`src/rtl/inst_fetch_ctrl.sv`:
```
// Program counter and fetch sequencer for the single-cycle core's instruction ROM.
// Optional watchdog enabled by defining FETCH_WATCHDOG_EN.
module inst_fetch_ctrl #(
  parameter int A      = 10,
  parameter int OW     = 8,
  parameter int MAXCYC = 4096
) (
  input  logic          Clk,
  input  logic          Reset,
  input  logic          Start,
  input  logic [A-1:0]  StartAddr,
  input  logic          Stall,
  input  logic          Halt,
  input  logic          BranchAbs,
  input  logic [A-1:0]  Target,
  input  logic          BranchRel,
  input  logic [OW-1:0] Offset,
  output logic [A-1:0]  InstAddress,
  output logic          FetchValid,
  output logic          Ack,
  output logic          Fault,
  output logic          Timeout
);

  localparam logic [1:0] ST_IDLE = 2'd0;
  localparam logic [1:0] ST_RUN  = 2'd1;
  localparam logic [1:0] ST_DONE = 2'd2;

  logic [1:0]   state;
  logic [A-1:0] pc;
  logic         fault;
  logic [A-1:0] offset_sext;
  logic         wd_fire;

  // The signed cast makes the width cast sign-extend the offset.
  assign offset_sext = A'($signed(Offset));

`ifdef FETCH_WATCHDOG_EN
  localparam logic [15:0] WD_LAST = 16'(MAXCYC - 1);

  logic [15:0] wd_count;
  logic        timeout;

  assign wd_fire = (state == ST_RUN) && (wd_count == WD_LAST) && !Start;

  always_ff @(posedge Clk or posedge Reset) begin
    if (Reset) begin
      wd_count <= '0;
      timeout  <= 1'b0;
    end else if (Start) begin
      wd_count <= '0;
      timeout  <= 1'b0;
    end else if (state == ST_RUN) begin
      wd_count <= wd_count + 16'd1;
      if (wd_fire)
        timeout <= 1'b1;
    end
  end

  assign Timeout = timeout;
`else
  assign wd_fire = 1'b0;
  assign Timeout = 1'b0;
`endif

  always_ff @(posedge Clk or posedge Reset) begin
    if (Reset) begin
      state <= ST_IDLE;
      pc    <= '0;
      fault <= 1'b0;
    end else begin
      case (state)
        ST_IDLE: begin
          if (Start) begin
            pc    <= StartAddr;
            fault <= 1'b0;
            state <= ST_RUN;
          end
        end
        ST_RUN: begin
          // Only the highest-priority request takes effect; the rest are dropped.
          if (Start) begin
            pc    <= StartAddr;
            fault <= 1'b0;
          end else if (Halt || wd_fire) begin
            state <= ST_DONE;
          end else if (Stall) begin
            pc <= pc;
          end else if (BranchAbs) begin
            pc <= Target;
          end else if (BranchRel) begin
            pc <= pc + offset_sext;
          end else begin
            pc <= pc + 1'b1;
            if (pc == {A{1'b1}})
              fault <= 1'b1;
          end
        end
        ST_DONE: begin
          if (Start) begin
            pc    <= StartAddr;
            fault <= 1'b0;
            state <= ST_RUN;
          end
        end
        default: state <= ST_IDLE;
      endcase
    end
  end

  assign InstAddress = pc;
  assign FetchValid  = (state == ST_RUN);
  assign Ack         = (state == ST_DONE);
  assign Fault       = fault;

endmodule

```
`config.mk`:
```
export PLATFORM = sky130hd
export DESIGN_NAME = inst_fetch_ctrl
export DESIGN_NICKNAME = d
export VERILOG_FILES = /design/src/rtl/inst_fetch_ctrl.sv
export SDC_FILE = /design/constraint.sdc
export NUM_CORES = 1
export LEC_CHECK = 0
export CAP_MARGIN = 20
export CORE_ASPECT_RATIO = 0.6
export CORE_UTILIZATION = 40
export DETAILED_ROUTE_END_ITERATION = 8
export GPL_ROUTABILITY_DRIVEN = 0
export PLACE_DENSITY = 0.88
export SLEW_MARGIN = 20
export SYNTH_ARGS = -nofsm -noshare
export SYNTH_HDL_FRONTEND = slang
export SYNTH_SLANG_ARGS = --single-unit
```
`constraint.sdc`:
```
create_clock -name Clk -period 1.8 [get_ports Clk]
set_input_delay 0.27 -clock Clk [delete_from_list [all_inputs] [get_ports Clk]]
set_output_delay 0.27 -clock Clk [all_outputs]
set_load 0.02 [all_outputs]
```
Word level (Yosys, flattened, before mapping) --
Index checks and enable logic that the tools add are counted.
Word-level totals: register bits after elaboration 13, output and inout port bits 14, logic and storage cells 41
Cells by class: add/sub/neg operators 2, eq/ne operators 11, muxes and demuxes 19, reductions and logical operators 6
Operators with widths (count):
- $mux W10 | 6
- $pmux W10 S2 | 1
- $ne A3 B3 Y1 const B | 4
- $add A10 B1 Y10 const B | 1
- $add A10 B10 Y10 | 1
- $eq A10 B10 Y1 const B | 1
- $mux W1 | 7
- $reduce_and A7 Y1 | 1
- $mux W2 | 3
- $ne A2 B2 Y1 const B | 2
- $pmux W2 S2 | 1
- $reduce_and A4 Y1 | 1
- $ne A3 B2 Y1 const B | 1
- $reduce_and A3 Y1 | 1
- $eq A2 B1 Y1 const B | 1
- $eq A2 B2 Y1 const B | 1
- $logic_not A2 Y1 | 1
- $ne A2 B1 Y1 const B | 1
- $pmux W1 S2 | 1
- $reduce_bool A2 Y1 | 1
- $reduce_or A2 Y1 | 1

Logic depth before layout (Yosys ltp) --
depth in word-level cells 8, gate-level depth with buffers 8, depth with buffers taken out 8

Worst setup path before layout --
OpenSTA, ideal clock, no wires.
kind reg2reg, start point register pc[0] (netlist: InstAddress[0]), end point register pc[8] (netlist: InstAddress[8]), library setup time 0.125 ns, data arrival time 1.948 ns, required time 1.675 ns, path slack -0.273 ns, cell stages (with the launch flop) 8, path buffers 0, clock period less this slack 2.073 ns, cell sequence dfrtp_1 -> ha_1 -> fa_1 -> a21oi_1 -> o21ai_1 -> o41ai_1 -> or4_1 -> nand3_1
Between the ends: word-level cells in the longest chain between the ends 7
Ends and longest elaborated chain:
- from (decl) | RTL line 30 | logic [A-1:0] pc;
- from (signal assigned) | RTL line 75 | pc <= StartAddr;
- from (signal assigned) | RTL line 83 | pc <= StartAddr;
- from (signal assigned) | RTL line 88 | pc <= pc;
- $add A10 B1 Y10 or $add A10 B10 Y10 (tied branches) | RTL line 94, 92
- $mux W10 (*) | RTL line 91 | end else if (BranchRel) begin
- $mux W10 (*) | RTL line 89 | end else if (BranchAbs) begin
- $mux W10 (*) | RTL line 87 | end else if (Stall) begin
- $mux W10 (*) | RTL line 85 | end else if (Halt || wd_fire) begin
- $mux W10 (*) | RTL line 82 | if (Start) begin
- $pmux W10 S2 (*) | RTL line 72 | case (state)
Mark *: on every way between the ends. The rest lies on a longest branch, timed or not. The select of a mux whose other input is x is not followed. A chain may end at the register's enable or synchronous reset.

Worst setup path in the final report --
start point input port Offset[5], end point register pc[8] (netlist: InstAddress[8])
Between the ends: word-level cells in the longest chain between the ends 7
Ends and longest elaborated chain:
- from (decl) | RTL line 17 | input logic [OW-1:0] Offset,
- $add A10 B10 Y10 | RTL line 92 | pc <= pc + offset_sext;
- $mux W10 | RTL line 91
- $mux W10 | RTL line 89
- $mux W10 | RTL line 87
- $mux W10 | RTL line 85
- $mux W10 | RTL line 82
- $pmux W10 S2 | RTL line 72
No other way between the ends. The select of a mux whose other input is x is not followed.

==> impl_metrics.py <==
metrics = {
    "setup_path": {
        "critPathTopFamily": "simple AND/OR/NAND/NOR gates",
        "timing.critical_path.cells": "clkdlybuf4s50_1 > and2_4 > ha_4 > a21oi_2 > a21oi_2 > o41ai_4 > or4_4 > nand3_2",
        "cp.required_ns": 1.99,
        "reg2reg_slack_ns": -0.09,
        "worst_setup_path_start_kind": "input port",
        "cp_data_arrival_time_ns": 2.10,
        "crit_path_max_incr_delay_ns": 0.54,
        "worst-path-buf-inv": 1,
        "critical_path.max_fanout": 6,
        "crit_end": "InstAddress[8]",
        "crit_cells": 8,
        "r2r_cells": 8,
        "crit_start": "Offset[5]",
        "reg2reg_from": "InstAddress[0]",
        "critPathSlowestCell": "or4_4",
        "crit_type": "input port to flop",
        "reg2reg_to": "InstAddress[6]",
        "crit_top_cell": "a21oi_2",
        "endpoint_kind": "flop",
    },
    "power_and_ir_drop": {
        "p_int_mw": 1.19,
        "power_leakage_nw": 1.11,
        "p_comb_frac": 0.648,
        "switching_share": 0.400,
        "pwr-share-clk": 0.137,
        "p_total_mw": 1.99,
        "seqPwrFrac": 0.215,
        "p_sw_mw": 0.796,
        "peakVddDrop_mv": 0.473,
        "powerDensity_nw_per_um2": 805,
    },
    "yosys": {
        "synth_cell_types": 44,
        "avgSynthCellArea_sq_um": 7.57,
        "synth_area_sq_um": 1330,
        "yosys.area.top_type": "dfrtp_1",
        "yosysWarnings": 0,
        "synth_top_area_share": 0.246,
        "syn-num-nets": 220,
        "syn_inst": 175,
        "synthArstFlopShare": 1.00,
        "synth-seq-area-share": 0.246,
        "ys_ff_latch": 13,
        "synth_area_leaders": "dfrtp_1, ha_1, a21oi_1",
        "synth-edff-count": 0,
        "synthFlopType": "dfrtp_1",
    },
    "grt": {
        "antenna_found_initial": 0,
        "grt_usage": 0.281,
        "grt_pass1_wl_um": 7500,
        "grt_pass1_vias": 1575,
        "overflow": 0,
        "grt_max_degree": 17,
    },
    "timing": {
        "setup_viol": 3,
        "hold_viol_final": 0,
        "tightest_slew_ns": 0.517,
        "period_needed_ns": 1.91,
        "final.setup.tns_ns": -0.210,
        "hold_slack_ns": 0.356,
        "setup_ws_ns": -0.111,
        "post-route-period-util": 1.06,
        "fmax_mhz": 523,
        "slew_headroom": 0.655,
        "grt_setup_unrepaired": "true",
        "worst_clock_skew_ns": 0.00223,
        "slew_violations": 0,
    },
    "floorplanning": {
        "core-area_sq_um": 3000,
        "dieWidth_um": 76.3,
        "rows": 15,
        "die-area_sq_um": 3550,
        "ios": 49,
        "fp.dieH_um": 46.6,
        "initial_core_util": 0.441,
    },
    "cts": {
        "clkTransAtPathRegs_ns": 0.06,
        "clk_latency_ns": 0.25,
        "cts-root-buf": "clkbuf_8",
        "cts_max_level": 1,
        "cts.sinks": 13,
        "cts_hold_buffers": 0,
        "max-clock-path-buffers": 2,
        "cts_tree": "yes",
        "cts_made_buffers": 3,
    },
    "layout": {
        "final_cells": 303,
        "drive_gt1_frac": 0.349,
        "layout_common_cells": "buf_4, clkdlybuf4s50_1, nand2_1",
        "antenna_cells": 0,
        "final_common_cell": "buf_4",
        "area_growth_pct": 86.4,
        "nNetsFinal": 307,
        "fillers": 174,
    },
    "drt": {
        "detail_route.drc_violations": 0,
        "ant_nets": 0,
        "drt_iter0_drc": 135,
        "post_drt_via_cell_ratio": 5.92,
        "vias": 1793,
        "detail_route.wl_per_cell_um": 17.4,
        "drt-total-wl_um": 5280,
        "drt_pass1_iterations": 4,
    },
    "placement": {
        "pre_cts_ws_ns": -0.789,
        "port_buffers": 47,
        "hpwl_um": 3600,
        "dp_cells": 294,
    },
    "outcome": {
        "violations": "negative setup slack",
        "outcome": "finished, violations left",
    },
    "flow_run": {
        "drv_cap": 0,
    },
    "worst_hold_path": {
        "hp-class": "input port to async pin",
    },
}
## worst reg2reg max path, cell delays in order, from the launching register on
cell,delay (ns)
dfrtp_2,0.42
ha_4,0.17
fa_2,0.37
a21oi_4,0.16
o21ai_4,0.10
buf_4,0.15
nor4b_4,0.23
o31ai_2,0.09
a31oi_1,0.12
## registers in the layout (all words and copies together) (netlist names)
register     count
Fault            1
InstAddress     10
state            2
## cell usage after synthesis, types with 5 or more instances
| cell type | n |
|---|---|
| nand2_1 | 20 |
| a31oi_1 | 5 |
| nor2_1 | 15 |
| o21ai_0 | 12 |
| a21o_1 | 5 |
| a21oi_1 | 18 |
| ha_1 | 9 |
| and2_1 | 6 |
| dfrtp_1 | 13 |
| inv_1 | 7 |
## power by group through the flow
stage	clock [mW]	combinational (mW)	sequential (mW)
after floorplan	0	0.454	0.482
after CTS	0.269	1.15	0.424
after global routing	0.279	1.37	0.431
after detailed placement	0	1.03	0.412
final	0.273	1.29	0.427
after global placement	0	1.01	0.411
## stage by stage
step                       util  area (sq um)
after floorplan               -          1360
after global placement    0.710          2130
after detailed placement  0.710          2130
after CTS                 0.772          2320
after global routing      0.823          2470
final                     0.823          2470
## kinds of logic (layout without fill, tap and decap cells)
| family | Yosys count | in the layout | share of synthesized area |
|---|---|---|---|
| buffers and inverters | 16 | 102 | 0.0538 |
| XOR/XNOR | 2 | 2 | 0.0132 |
| AO/OA/AOI/OAI | 58 | 58 | 0.272 |
| adder cells (fa/ha/maj) | 10 | 10 | 0.100 |
| AND/OR/NAND/NOR | 71 | 71 | 0.282 |
| flip-flops | 13 | 13 | 0.246 |
| other | 1 | 1 | 0.00283 |
| multiplexers | 4 | 4 | 0.0302 |
## worst min-delay path by stage
stage / startpoint / endpoint / slack, ns / cells past startpoint
finish: Reset / InstAddress[8] / 0.36 / 2
global route: Reset / InstAddress[5] / 0.40 / 2
CTS: Reset / InstAddress[5] / 0.37 / 2
detailed placement: Fault / Fault / 0.53 / 2
global placement: Fault / Fault / 0.51 / 2
floorplan: Reset / Fault / 0.15 / 1
## cell type report
| cell class | instances | area, sq um | area share |
|---|---|---|---|
| flip-flops and latches | 13 | 328 | 0.133 |
| multi-input cells | 146 | 1210 | 0.489 |
| inverters | 7 | 26.3 | 0.0106 |
| well taps | 42 | 52.6 | 0.0213 |
| clock buffers | 4 | 45.0 | 0.0182 |
| repair buffers | 91 | 811 | 0.328 |
## layer usage
metal | up-vias | GRT usage | routed length (um)
met5 | - | 0 | 0
met4 | 0 | 0.0423 | 74
met2 | 120 | 0.488 | 2530
li1 | 815 | - | -
met1 | 848 | 0.377 | 2140
met3 | 10 | 0.0574 | 533
## repair_timing
action	in CTS	in global routing
resized for setup	32	28
pin swaps	17	22
setup endpoints to repair	9	9
buffers inserted	2	4
No activity file was read; power rests on OpenSTA's default activity.
